### src/rtl/operand_trace_buffer.sv
// Triggered circular capture of {pc, op1, op2} per issued instruction, read out after capture ends.
// Optional macro TRACE_TIMESTAMP_EN prepends a free-running timestamp to every stored entry.
module operand_trace_buffer #(
  parameter int DATA_W = 8,
  parameter int PC_W   = 10,
  parameter int DEPTH  = 16,
  parameter int TS_W   = 16,
  localparam int AW    = $clog2(DEPTH),
`ifdef TRACE_TIMESTAMP_EN
  localparam int ENTRY_W = TS_W + PC_W + 2*DATA_W
`else
  localparam int ENTRY_W = PC_W + 2*DATA_W
`endif
) (
  input  logic               clk,
  input  logic               reset,
  input  logic               cap_valid,
  input  logic [PC_W-1:0]    pc_in,
  input  logic [DATA_W-1:0]  op1_in,
  input  logic [DATA_W-1:0]  op2_in,
  input  logic               arm,
  input  logic               stop,
  input  logic [PC_W-1:0]    trig_pc,
  input  logic               wrap_mode,
  output logic               rd_valid,
  input  logic               rd_ready,
  output logic [ENTRY_W-1:0] rd_data,
  output logic [AW:0]        count,
  output logic [1:0]         state,
  output logic               overflow
);

  typedef enum logic [1:0] {
    S_IDLE    = 2'b00,
    S_ARMED   = 2'b01,
    S_CAPTURE = 2'b10,
    S_DONE    = 2'b11
  } state_t;

  localparam logic [AW:0] FULL = (AW+1)'(DEPTH);

  state_t             state_q, state_d;
  logic [ENTRY_W-1:0] mem [DEPTH];
  logic [AW-1:0]      wr_ptr, rd_ptr;
  logic [AW:0]        count_q;
  logic               overflow_q;
  logic               mode_q;
  logic               clear, wr_en, pop;
  logic [ENTRY_W-1:0] wr_entry;

`ifdef TRACE_TIMESTAMP_EN
  logic [TS_W-1:0] ts_q;

  always_ff @(posedge clk or posedge reset) begin
    if (reset) ts_q <= '0;
    else       ts_q <= ts_q + 1'b1;
  end

  assign wr_entry = {ts_q, pc_in, op1_in, op2_in};
`else
  assign wr_entry = {pc_in, op1_in, op2_in};
`endif

  // Read handshake: an entry transfers on a rising edge where rd_valid && rd_ready;
  // rd_data shows the oldest entry and holds while rd_valid is high and not accepted.
  always_comb begin
    state_d = state_q;
    clear   = 1'b0;
    wr_en   = 1'b0;
    pop     = 1'b0;
    case (state_q)
      S_IDLE: begin
        if (arm) begin
          state_d = S_ARMED;
          clear   = 1'b1;
        end
      end
      S_ARMED: begin
        if (stop) begin
          state_d = S_IDLE;
        end else if (cap_valid && pc_in == trig_pc) begin
          state_d = S_CAPTURE;
          wr_en   = 1'b1;
        end
      end
      S_CAPTURE: begin
        wr_en = cap_valid && !(!mode_q && count_q == FULL);
        // In stop-when-full mode the write that fills the buffer ends capture on the same edge.
        if (stop || (wr_en && !mode_q && count_q == FULL - 1'b1)) state_d = S_DONE;
      end
      S_DONE: begin
        if (count_q == '0) begin
          state_d = S_IDLE;
        end else if (rd_ready) begin
          pop = 1'b1;
          if (count_q == (AW+1)'(1)) state_d = S_IDLE;
        end
      end
      default: state_d = S_IDLE;
    endcase
  end

  always_ff @(posedge clk or posedge reset) begin
    if (reset) begin
      state_q    <= S_IDLE;
      count_q    <= '0;
      wr_ptr     <= '0;
      rd_ptr     <= '0;
      overflow_q <= 1'b0;
      mode_q     <= 1'b0;
    end else begin
      state_q <= state_d;
      if (clear) begin
        count_q    <= '0;
        wr_ptr     <= '0;
        rd_ptr     <= '0;
        overflow_q <= 1'b0;
        mode_q     <= wrap_mode;
      end else begin
        if (wr_en) begin
          wr_ptr <= wr_ptr + 1'b1;
          // Only reachable in wrap mode: the oldest entry is dropped to make room.
          if (count_q == FULL) begin
            rd_ptr     <= rd_ptr + 1'b1;
            overflow_q <= 1'b1;
          end else begin
            count_q <= count_q + 1'b1;
          end
        end
        if (pop) begin
          rd_ptr  <= rd_ptr + 1'b1;
          count_q <= count_q - 1'b1;
        end
      end
    end
  end

  always_ff @(posedge clk) begin
    if (wr_en) mem[wr_ptr] <= wr_entry;
  end

  assign rd_data  = mem[rd_ptr];
  assign rd_valid = (state_q == S_DONE) && (count_q != '0);
  assign count    = count_q;
  assign state    = state_q;
  assign overflow = overflow_q;

endmodule

### config.mk
export PLATFORM = sky130hd
export DESIGN_NAME = operand_trace_buffer
export DESIGN_NICKNAME = d
export VERILOG_FILES = /design/src/rtl/operand_trace_buffer.sv
export SDC_FILE = /design/constraint.sdc
export NUM_CORES = 1
export LEC_CHECK = 0
export CAP_MARGIN = 20
export CORE_ASPECT_RATIO = 2
export CORE_MARGIN = 2
export CORE_UTILIZATION = 44
export CTS_BUF_LIST = sky130_fd_sc_hd__clkbuf_8 sky130_fd_sc_hd__clkbuf_16
export DETAILED_ROUTE_END_ITERATION = 8
export DONT_BUFFER_PORTS = 1
export MAX_ROUTING_LAYER = met4
export PLACE_DENSITY = 0.69
export SLEW_MARGIN = 5
export SYNTH_ARGS = -nofsm -noshare
export SYNTH_HDL_FRONTEND = slang
export SYNTH_SLANG_ARGS = --single-unit
### constraint.sdc
create_clock -name clk -period 7.2 [get_ports clk]
set_clock_uncertainty 0.15 [all_clocks]
set_input_delay 0.72 -clock clk [delete_from_list [all_inputs] [get_ports clk]]
set_output_delay 0.72 -clock clk [all_outputs]
set_load 0.05 [all_outputs]
==> reports/results.ini <==
[place]
gp_congestion=0.825
post-dp-hpwl_mm=19.2
place_inst=1253
io_buffer_count=0

[power]
cellInternalPower_uw=3840
seq_power_share_pct=58.3
p_leak_uw=0.00570
max-vdd-ir-drop_v=0.000163
sw_frac_of_total_pct=19.6
clkPwrFrac_pct=40.4
pwr_density_cell_nw_per_um2=252
switchingPower_uw=937
total_power_uw=4780
pwr-share-comb_pct=1.3

[layout]
nFillCells=3007
layout_commonest_cell=edfxtp_1
final_cell_mix=416 x edfxtp_1, 130 x mux4_2, 39 x clkbuf_16, 17 x nand2_1, 16 x inv_1
area_delta_synth_final_pct=10.3
instances_no_fill=1319
drive_gt1_share_pct=26.7
antennaDiodeCount=0
nets=830

[timing]
hold_violations=0
max_freq_mhz=234
slew_headroom_pct=33.5
layout_min_cycle_time_ns=4.27
setup_tns_ns=0
worstMarginPinSlew_ns=0.998
drv_slew=0
finalSetupViolations=0
min_period_over_period_pct=59.4
rsz0062_at_grt=no

[global_route]
grt_pass1_wl_mm=51.8
grt_max_degree=70
grt_use_total_pct=17.9
grt_antenna_before_repair=0
grt_pass1_vias=8238
grt-ovfl-total=0

[cts]
ctsHoldBuffers=0
clk_pin_slew_ns=0.06
post_cts_buffers=0
insertion_delay_ns=0.53
clock_sinks=433
clock_path_buffers=3
cts_tree=built
ctsRootBufferMaster=clkbuf_16
numCtsBuffers=37
cts_resized=0
htree_levels=2

[worst_setup_path]
cp_top_family=multiplexers
crit_buf_inv=1
start_kind=flop
cp_cell_sequence=buf_4 -> mux4_2 -> mux4_2
r2r-end=mem[14][0]$_DFFE_PP_
crit_required_ns=6.33
reg2reg_from=state[0]$_DFFE_PP0P_
crit_type=reg2out
cpMostUsedCell=mux4_2
ff2ff_setup_slack_ns=3.27
worst_ep_arrival_time_ns=3.40
crit_path_top_delay_cell=dfrtp_4
r2r_cells=7
worst_setup_path_end_kind=primary output
crit_fanout=63
slowest_delay_ns=1.02

[synthesis]
synth-seq-area-share_pct=75.1
synth_nets=823
ys_ff_latch=433
ys.flop_type=edfxtp_1
syn_area_um2=17200
ys_warn_count=0
netlist_instances=765
ys_async_sr_fraction_pct=3.93
synth_edf_count=416
synth_cell_types=41
postSynthAreaPerCell_um2=22.5

[route]
wl_per_cell_um=26.0
dr.pass1.iters=4
post_drt_via_cell_ratio=5.80
wl_mm=34.3
drc=0
vias=7645
ant_nets=0
drt-initial-drc-count=819

[hold_path]
worstHoldPathType=in2async

[floorplan]
io_pins=78
die-width_um=144
coreArea_um2=38700
num_rows=102
start_util_pct=44.5
dieArea_um2=40800
die_y_um=284

[outcome]
status=completed

[job]
maxCapViolCount=0

-- final cells by class --
| class | count | area (µm²) | share of cell area [%] |
|---|---|---|---|
| well taps | 520 | 651 | 3.43 |
| inverters | 10 | 37.5 | 0.198 |
| flip-flops and latches | 433 | 12900 | 68.1 |
| repair buffers | 10 | 87.6 | 0.462 |
| clock inverters | 27 | 186 | 0.982 |
| clock buffers | 39 | 976 | 5.14 |
| multi-input cells | 280 | 4110 | 21.7 |
-- cell usage after synthesis, drive strengths merged (5+ instances only) --
| library cell | number | share of area, % |
|---|---|---|
| and4b | 8 | 0.47 |
| buf | 21 | 0.76 |
| and3 | 8 | 0.29 |
| mux2i | 6 | 0.35 |
| nand2 | 17 | 0.37 |
| xnor2 | 10 | 0.51 |
| nand4 | 8 | 0.29 |
| nand2b | 6 | 0.22 |
| a31oi | 5 | 0.27 |
| clkbuf | 21 | 0.46 |
| nand3 | 8 | 0.23 |
| mux4 | 130 | 17 |
| edfxtp | 416 | 73 |
| dfrtp | 17 | 2.5 |
| and4 | 7 | 0.36 |
| a21oi | 12 | 0.37 |
| o21ai | 11 | 0.32 |
| inv | 10 | 0.22 |
| ha | 15 | 1.1 |
-- flip-flops by register name (all words and copies together) (netlist names), named ones only --
signal,count
mem,416
count,5
rd_ptr,4
wr_ptr,4
mode_q,1
overflow,1
state,1
-- power by group through the flow --
stage	logic, µW	clock network [µW]	registers (µW)
global route	70.9	2060	2790
floorplan	46.6	0	2840
global placement	62.0	0	2840
CTS	64.6	1970	2790
detailed placement	64.2	0	2840
finish	63.5	1930	2790
-- cell families (layout without fill, tap and decap cells) --
| kind of cell | count (synthesis) | in the layout | share of synthesized area, % |
|---|---|---|---|
| and+or+nand+nor | 82 | 82 | 3.13 |
| xor gates and xnor gates | 10 | 10 | 0.509 |
| AOI/OAI and AO/OA | 37 | 37 | 1.38 |
| buffers and inverters | 52 | 86 | 1.44 |
| DFF | 433 | 433 | 75.1 |
| adders and majority gates | 15 | 15 | 1.09 |
| muxes | 136 | 136 | 17.4 |
-- worst max path at each step --
| stage | from | to | slack (ns) | cells after the start |
|---|---|---|---|---|
| final | rd_ptr[1]$_DFFE_PP0P_ | rd_data[25] | 2.93 | 3 |
| after floorplan | state[0]$_DFFE_PP0P_ | mem[0][0]$_DFFE_PP_ | 1.95 | 8 |
| after global routing | rd_ptr[0]$_DFFE_PP0P_ | rd_data[16] | 2.78 | 3 |
| after global placement | trig_pc[1] | mem[14][2]$_DFFE_PP_ | 3.28 | 6 |
| after detailed placement | trig_pc[1] | mem[14][6]$_DFFE_PP_ | 3.21 | 6 |
| after CTS | rd_ptr[1]$_DFFE_PP0P_ | rd_data[25] | 2.86 | 3 |
-- routing by layer --
layer / vias to the layer above / global-route usage (%) / routed length, µm
met5: - / - / 0
met4: 0 / 6.35 / 1120
met3: 71 / 2.73 / 1450
met2: 215 / 30.5 / 18600
met1: 4098 / 21.5 / 13100
li1: 3261 / - / -
-- per-stage QoR --
step / utilization, % / setup WS, ns / hold WS, ns / area, µm²
2_1_floorplan: - / 1.95 / 0.418 / 17200
3_3_place_gp: 46.1 / 3.28 / 0.374 / 17800
3_5_place_dp: 46.1 / 3.21 / 0.401 / 17800
4_1_cts: 49.1 / 2.86 / 0.0579 / 19000
5_1_grt: 49.1 / 2.78 / 0.104 / 19000
6_report: 49.1 / 2.93 / 0.0611 / 19000
No activity file was read; power rests on OpenSTA's default activity.
